File: config.mk
export PLATFORM = sky130hd
export DESIGN_NAME = seq_addsub_unit
export DESIGN_NICKNAME = d
export VERILOG_FILES = /design/src/rtl/seq_addsub_pkg.sv /design/src/rtl/seq_addsub_unit_rca_chunk.sv /design/src/rtl/seq_addsub_unit.sv
export SDC_FILE = /design/constraint.sdc
export NUM_CORES = 1
export LEC_CHECK = 0
export CORE_MARGIN = 2
export CORE_UTILIZATION = 50
export DETAILED_ROUTE_END_ITERATION = 7
export PLACE_DENSITY = 0.9
export SYNTH_ARGS = -nofsm -noshare
export SYNTH_HDL_FRONTEND = slang
export SYNTH_SLANG_ARGS = --single-unit
File: constraint.sdc
create_clock -name clk -period 9.5 [get_ports clk]
set_input_delay 1.425 -clock clk [delete_from_list [all_inputs] [get_ports clk]]
set_output_delay 1.425 -clock clk [all_outputs]
set_load 0.05 [all_outputs]
File: src/rtl/seq_addsub_pkg.sv
// Shared definitions for the sequential add/subtract unit: FSM encoding,
// operation mode constants and a small width helper for the chunk index.
package seq_addsub_pkg;

  // FSM state encoding
  typedef enum logic [1:0] {
    S_IDLE = 2'b00,
    S_RUN  = 2'b01,
    S_DONE = 2'b10
  } state_t;

  // Operation select values on the mode input
  localparam logic MODE_ADD = 1'b0;
  localparam logic MODE_SUB = 1'b1;

  // Width of a counter that must hold 0..n-1, never less than one bit
  function automatic int idx_width(input int n);
    return (n > 1) ? $clog2(n) : 1;
  endfunction

endpackage

File: src/rtl/seq_addsub_unit_rca_chunk.sv
// Combinational CHUNK-bit ripple-carry adder built from full-adder cells.
// This is the only arithmetic in the unit; it is reused every RUN cycle.
module rca_chunk #(
  parameter int CHUNK = 16
) (
  input  logic [CHUNK-1:0] a,
  input  logic [CHUNK-1:0] b,
  input  logic             c_in,
  output logic [CHUNK-1:0] s,
  output logic             c_out
);

  // carry[i] is the carry into bit i; carry[CHUNK] leaves the slice
  logic [CHUNK:0] carry;

  assign carry[0] = c_in;

  // One full-adder cell per bit, chained through the carry vector
  generate
    for (genvar gi = 0; gi < CHUNK; gi++) begin : g_fa
      logic p;
      assign p             = a[gi] ^ b[gi];
      assign s[gi]         = p ^ carry[gi];
      assign carry[gi + 1] = (a[gi] & b[gi]) | (p & carry[gi]);
    end
  endgenerate

  assign c_out = carry[CHUNK];

endmodule

File: src/rtl/seq_addsub_unit.sv
// Multi-cycle WIDTH-bit add/subtract unit. Operands are processed CHUNK bits
// per clock through a single shared ripple-carry slice, behind a start/done
// handshake. Subtraction is done as A + ~B + 1 with the +1 injected as the
// initial carry, so c_out = 1 means "no borrow" in subtract mode.
module seq_addsub_unit
  import seq_addsub_pkg::*;
#(
  parameter int WIDTH = 64,
  parameter int CHUNK = 16
) (
  input  logic             clk,
  input  logic             rst_n,
  input  logic             start,
  input  logic             mode,
  input  logic [WIDTH-1:0] in1,
  input  logic [WIDTH-1:0] in2,
  output logic             busy,
  output logic             done,
  output logic [WIDTH-1:0] sum,
  output logic             c_out,
  output logic             ovf
);

  localparam int N     = WIDTH / CHUNK;
  localparam int IDX_W = idx_width(N);
  localparam int MSB   = WIDTH - 1;

  // Elaboration-time parameter sanity
  generate
    if (CHUNK < 1 || (WIDTH % CHUNK) != 0) begin : g_bad_params
      $error("seq_addsub_unit: WIDTH must be a positive multiple of CHUNK");
    end
  endgenerate

  state_t             state_reg;
  logic [IDX_W-1:0]   idx_reg;
  logic [WIDTH-1:0]   a_reg;
  logic [WIDTH-1:0]   b_reg;      // already inverted for subtraction
  logic               carry_reg;  // starts at mode: the two's-complement +1
  logic [WIDTH-1:0]   result_reg;
  logic               busy_reg;
  logic               done_reg;
  logic               c_out_reg;
  logic               ovf_reg;

  logic [CHUNK-1:0]   slice_a;
  logic [CHUNK-1:0]   slice_b;
  logic [CHUNK-1:0]   slice_s;
  logic               slice_c;
  logic               last_chunk;

  // Select the current chunk of both operands for the shared slice
  always_comb begin
    slice_a    = a_reg[int'(idx_reg) * CHUNK +: CHUNK];
    slice_b    = b_reg[int'(idx_reg) * CHUNK +: CHUNK];
    last_chunk = (idx_reg == IDX_W'(N - 1));
  end

  rca_chunk #(
    .CHUNK (CHUNK)
  ) u_rca_chunk (
    .a     (slice_a),
    .b     (slice_b),
    .c_in  (carry_reg),
    .s     (slice_s),
    .c_out (slice_c)
  );

  // FSM, operand/result registers and registered status/flag outputs
  always_ff @(posedge clk or negedge rst_n) begin
    if (!rst_n) begin
      state_reg  <= S_IDLE;
      idx_reg    <= '0;
      a_reg      <= '0;
      b_reg      <= '0;
      carry_reg  <= 1'b0;
      result_reg <= '0;
      busy_reg   <= 1'b0;
      done_reg   <= 1'b0;
      c_out_reg  <= 1'b0;
      ovf_reg    <= 1'b0;
    end else begin
      done_reg <= 1'b0;
      case (state_reg)
        S_IDLE, S_DONE: begin
          if (start) begin
            a_reg      <= in1;
            b_reg      <= (mode == MODE_SUB) ? ~in2 : in2;
            carry_reg  <= mode;
            idx_reg    <= '0;
            result_reg <= '0;
            busy_reg   <= 1'b1;
            state_reg  <= S_RUN;
          end else begin
            busy_reg  <= 1'b0;
            state_reg <= S_IDLE;
          end
        end
        S_RUN: begin
          // start is deliberately ignored here; the operation runs to completion
          result_reg[int'(idx_reg) * CHUNK +: CHUNK] <= slice_s;
          carry_reg <= slice_c;
          if (last_chunk) begin
            idx_reg   <= '0;
            busy_reg  <= 1'b0;
            done_reg  <= 1'b1;
            c_out_reg <= slice_c;
            // Signed overflow: operands agree in sign but the result does not.
            // The result MSB comes straight from the slice in this last cycle.
            ovf_reg   <= (a_reg[MSB] == b_reg[MSB]) && (slice_s[CHUNK-1] != a_reg[MSB]);
            state_reg <= S_DONE;
          end else begin
            idx_reg <= idx_reg + 1'b1;
          end
        end
        default: begin
          busy_reg  <= 1'b0;
          state_reg <= S_IDLE;
        end
      endcase
    end
  end

  assign busy  = busy_reg;
  assign done  = done_reg;
  assign sum   = result_reg;
  assign c_out = c_out_reg;
  assign ovf   = ovf_reg;

endmodule
### Yosys cells after proc, flatten, opt, wreduce, memory -nomap -nowiden

Index checks and enable logic that the tools add are counted.

* add/sub/neg operators: 2
* equal/unequal tests: 7
* shift operators: 4
* bitwise operators: 81
* reduce and logical (&&, ||, !) cells: 7
* mux-type cells: 17

Operators by type and width (number)
* 2-to-1 mux 64 bit: 2
* one-hot mux 64 bit (2 select lines): 1
* variable part select 64 x 7 -> 16 bit: 2
* bitwise mux 64 bit: 1
* inverter 64 bit: 1
* variable shift 16 x 33 -> 64 bit, first input constant: 1
* variable part select 16 x 33 -> 64 bit: 1
* negation 6 -> 33 bit: 1
* bitwise AND 1 bit: 32
* XOR 1 bit: 32
* OR 1 bit: 16
* one-hot mux 2 bit (2 select lines): 2
* 2-to-1 mux 1 bit: 6
* 2-to-1 mux 2 bit: 3
* AND reduction 2 bit: 3
* == test 2 bit, second input constant: 2
* inequality test 2 bit, second input constant: 2
* one-hot mux 1 bit (2 select lines): 2
* adder 2 x 1 -> 2 bit, second input constant: 1
* == test 2 x 1 -> 1 bit, second input constant: 1
* zero test 2 bit: 1
* nonzero test 2 bit: 1
* OR reduction 2 bit: 1
* == test 1 bit: 1
* 2 further kinds: 2

* register bits after elaboration: 201
* bits of input ports: 132
* output and inout port bits: 68

### Depth between registers and ports, before layout

* depth after elaboration: 36
* mapped depth: 24
* depth with buffers taken out: 22

### Cells and area by module

Synthesis repeated with hierarchy kept, for this count alone.

* cells, all modules: 807
* area total of the unflattened synthesis: 9267.6 um2

Modules (own cells, without submodules)
* seq_addsub_unit: area an instance 8909.8 um2, instances 1, cells an instance 781, sequential area each 5029.8 um2
* rca_chunk: area an instance 357.8 um2, instances 1, cells an instance 26, sequential area each 0.0 um2

### Worst setup path after synthesis

No wires, ideal clock.

* kind: reg2reg
* start: register idx_reg[0]
* end: register ovf_reg (netlist: ovf)
* stages on the path, launching flop included: 25
* slack: 1929 ps
* data arrival time: 7488 ps
* cell sequence: dfrtp_1 buf_2 buf_4 mux4_2 fa_1 inv_1 fa_1 fa_1 fa_1 fa_1 fa_1 fa_1 fa_1 fa_1 fa_1 fa_1 fa_1 fa_1 fa_1 fa_1 inv_1 fa_1 and3b_1 a21oi_1 o21ai_0

* longest elaborated chain between the ends: 35

Ends and longest elaborated chain
* start, declared: line seq_addsub_unit.sv:36 `logic [IDX_W-1:0] idx_reg;`
* start signal, assigned: line seq_addsub_unit.sv:113 `idx_reg <= idx_reg + 1'b1;`
* variable part select 64 x 7 -> 16 bit, on equally long branches: line seq_addsub_unit.sv:54, seq_addsub_unit.sv:55
* XOR 1 bit: line seq_addsub_unit_rca_chunk.sv:22 `assign p = a[gi] ^ b[gi];`
* bitwise AND 1 bit: line seq_addsub_unit_rca_chunk.sv:24 `assign carry[gi + 1] = (a[gi] & b[gi]) | (p & carry[gi]);`
* OR 1 bit: line seq_addsub_unit_rca_chunk.sv:24
* bitwise AND 1 bit: line seq_addsub_unit_rca_chunk.sv:24
* OR 1 bit: line seq_addsub_unit_rca_chunk.sv:24
* bitwise AND 1 bit: line seq_addsub_unit_rca_chunk.sv:24
* OR 1 bit: line seq_addsub_unit_rca_chunk.sv:24
* [... 19 more ...]
* OR 1 bit: line seq_addsub_unit_rca_chunk.sv:24
* bitwise AND 1 bit: line seq_addsub_unit_rca_chunk.sv:24
* OR 1 bit: line seq_addsub_unit_rca_chunk.sv:24
* bitwise AND 1 bit: line seq_addsub_unit_rca_chunk.sv:24
* OR 1 bit: line seq_addsub_unit_rca_chunk.sv:24
* XOR 1 bit: line seq_addsub_unit_rca_chunk.sv:23 `assign s[gi] = p ^ carry[gi];`
* inequality test 1 bit: line seq_addsub_unit.sv:110 `ovf_reg <= (a_reg[MSB] == b_reg[MSB]) && (slice_s[CHUNK-1] != a_reg[MSB]);`
* logical AND 1 bit: line seq_addsub_unit.sv:110
* end signal, assigned: line seq_addsub_unit.sv:110
* end, declared: line seq_addsub_unit.sv:44 `logic ovf_reg;`

Several ways; a longest one is shown, not always the timed one.
A chain may end at the register's enable or synchronous reset.

### Worst setup path in the final report

Ends and elaborated chain as after synthesis.

==> metrics <==
status=complete, no violations; wire per inst=roughly 18 um; Placed Instances=1,205; pre-CTS WS=roughly 1.8 ns; Tot GR Track Use=23.6%; crit path kind=reg -> reg; Critical Path AT=a little over 8 ns; #FFs+latches synth=about 200; Yosys cell types=33; post-layout total power=around 4.7 mW; final worst path period need=slightly below 8 ns; Comb pwr share=49.3%; syn nets=978; Area growth syn-to-layout=31.0%; sequential fraction of the synthesis area=~55%; vias in the first global route=just under 7,000; Worst EP required=roughly 10 ns; DRC=0; Design Area, Final=roughly 12,000 sq um; Die ar.=19,600 sq um; Post-CTS Setup Bufs=0; final core occ=67.0%; Hold Buf Count CTS=0; GP Congestion=approximately 0.83; post-synth top area share=between 50% and 60%; Final nets=roughly 1,200; placed wire-length estimate=approximately 16 mm; io pins=200; post-route insts no fill=approximately 1,200; TritonCTS clock tree=built; Row Count=between 40 and 50; HP Class=reg -> reg; hold slack=0.472 ns; synth top area cells=dfrtp_1 55%, nand2_1 10%, mux4_2 7.8%; CP max FO=9; largest net degree at the start of global routing=between 100 and 150; layout cells sized above 1=roughly a tenth; IO buf count=around 200; CTS root buf=clkbuf_16; clock power share=about 20%; P_int=about 2.7 mW; drt pass-1 iters=6; Worst-Margin Slew=roughly 1.1 ns; Sw Ratio=between 40% and 50%; Die Width=140 um; final WL=22.5 mm; initial antenna violation count=1; pins over their slew limit=0; Peak Freq=129 MHz; Seq pwr share=approximately 31%; power per cell area=approximately 390 nW/um^2; first-pass GRT wire length=36.9 mm; synthesized area=between 9000 and 10,000 sq um; period utilization=roughly four fifths; Synth Instances=826; Final WS setup=1.75 ns; placed cell area=~11,000 sq um; total number of vias=between 6,000 and 7,000; Die Y=~140 um; VDD IR max=0.277 mV; Slew HR=between 20% and 30%; RSZ-0062 raised after global routing=false; Longest Clk Path Bufs=3; clk sinks=between 200 and 250; Leak=roughly 5.4 nW; DRT iter0 DRCs=between 400 and 500; max cap viols=0; area of the core=18,000 sq um; Final Setup Violations=0; Worst-Skew Late Latency=0.49 ns; htree depth=1; clock slew at reported path FFs=approximately 0.060 ns; final hold vios=0; starting density of the core=between 50% and 60%; cts repair resizes=0; Setup crit end kind=register; GRT overflow=0; Antenna Nets Post-Route=0; Psw=~2 mW; Fin Setup TNS=0 ns; CTS Buf Count=21; crit start category=register; Final Skew=0.0100 ns; area leader, netlist=dfrtp_1; Ys Warns=0; routed vias/inst=5.44; Avg Inst Size Synth=11.2 sq um
## cells in the mapped netlist
cell type,n
nand3_1,1
a211oi_1,1
a21oi_1,2
a21oi_2,4
buf_2,29
and3b_1,1
nand2_1,258
mux2i_1,1
a22o_1,2
nor2b_1,4
fa_1,16
o21ai_0,32
nor3_1,1
nor2_1,3
nand3b_2,1
o31ai_1,3
clkbuf_1,18
nand4_2,2
dfrtp_1,201
o2bb2ai_1,52
buf_1,2
inv_1,37
buf_6,1
mux2_2,1
mux4_2,32
xnor2_1,64
nand3_2,1
nand2b_1,3
o21ai_1,34
ha_1,4
or3_1,1
o2bb2ai_2,10
buf_4,4
## worst max-delay path, stage by stage (launching register included)
cell	delay [ns]
dfrtp_2	0.52
mux4_2	0.39
fa_1	0.16
inv_1	0.05
fa_1	0.37
fa_1	0.39
fa_1	0.40
fa_1	0.40
fa_1	0.42
fa_1	0.42
fa_1	0.39
fa_1	0.38
fa_1	0.42
fa_1	0.39
fa_1	0.39
fa_1	0.40
fa_1	0.39
fa_1	0.37
inv_1	0.08
fa_1	0.46
and3b_1	0.23
a21oi_1	0.04
o21ai_0	0.17
## path summary, 6_finish.rpt
| kind | startpoint | end | slack (ns) | cells past startpoint |
|---|---|---|---|---|
| worst min register to register | a_reg[55]$_DFFE_PN0P_ | a_reg[55]$_DFFE_PN0P_ | 0.47 | 2 |
| worst min-delay path | a_reg[55]$_DFFE_PN0P_ | a_reg[55]$_DFFE_PN0P_ | 0.47 | 2 |
| min in group asynchronous | rst_n | sum[19]$_DFFE_PN0P_ | 1.04 | 1 |
| worst max register to register | idx_reg[0]$_DFFE_PN0P_ | ovf$_DFFE_PN0P_ | 1.75 | 22 |
| max in group asynchronous | rst_n | idx_reg[0]$_DFFE_PN0P_ | 6.84 | 2 |
| worst max-delay path | idx_reg[0]$_DFFE_PN0P_ | ovf$_DFFE_PN0P_ | 1.75 | 22 |
## power groups by stage
stage / sequential [mW] / clock [mW] / combinational [mW]
finish: 1.46 / 0.911 / 2.30
global route: 1.50 / 0.965 / 2.51
CTS: 1.46 / 0.929 / 2.31
global placement: 1.44 / 0 / 2.22
detailed placement: 1.47 / 0 / 2.29
floorplan: 1.68 / 0 / 1.32
## cell usage in the layout (no fill, tap or decap), types with 2 or more instances in the layout
cell type / count
nor2b_1: 3
ha_1: 4
a21oi_2: 4
clkbuf_16: 21
mux4_2: 32
nand2b_1: 2
fa_1: 16
bufinv_16: 5
dfrtp_1: 199
clkinv_2: 3
xnor2_1: 64
a22o_1: 2
nand4_2: 2
inv_1: 37
clkbuf_8: 7
a21oi_1: 2
buf_4: 6
o31ai_1: 3
o2bb2ai_2: 10
dfrtp_2: 2
o21ai_1: 34
o2bb2ai_1: 52
nor2_1: 3
clkdlybuf4s50_1: 197
o21ai_0: 32
nand2_1: 258
clkbuf_1: 2
## logic make-up (layout without fill, tap and decap cells)
group                      Yosys count  in the layout  share of synthesized area, %
muxes                               34             34                          8.04
AOI/OAI and AO/OA                  140            140                          11.1
and+or+nand+nor                    276            276                          11.9
other                                0              1                             0
adders and majority gates           20             20                          4.01
buffers and inverters               91            278                          4.34
xor gates and xnor gates            64             64                          6.08
DFF                                201            201                          54.5
## area by class of cell
type                       instances  area [sq um]
sequential                       201          5030
fill                            1305          5940
clock inverter                     8           165
inverter                          37           139
timing repair buffer             204          2030
multi-input combinational        534          3810
clock buffer                      29           616
antenna                            1          2.50
tap                              229           287
## metal layers
layer | track usage [%] | share of wire (%) | vias up
li1 | - | - | 3102
met1 | 33.7 | 42 | 3307
met2 | 37.2 | 47 | 306
met3 | 4.47 | 8.1 | 43
met4 | 7.11 | 2.3 | 0
met5 | 0 | 0 | -
(Power assumes the default switching activity.)
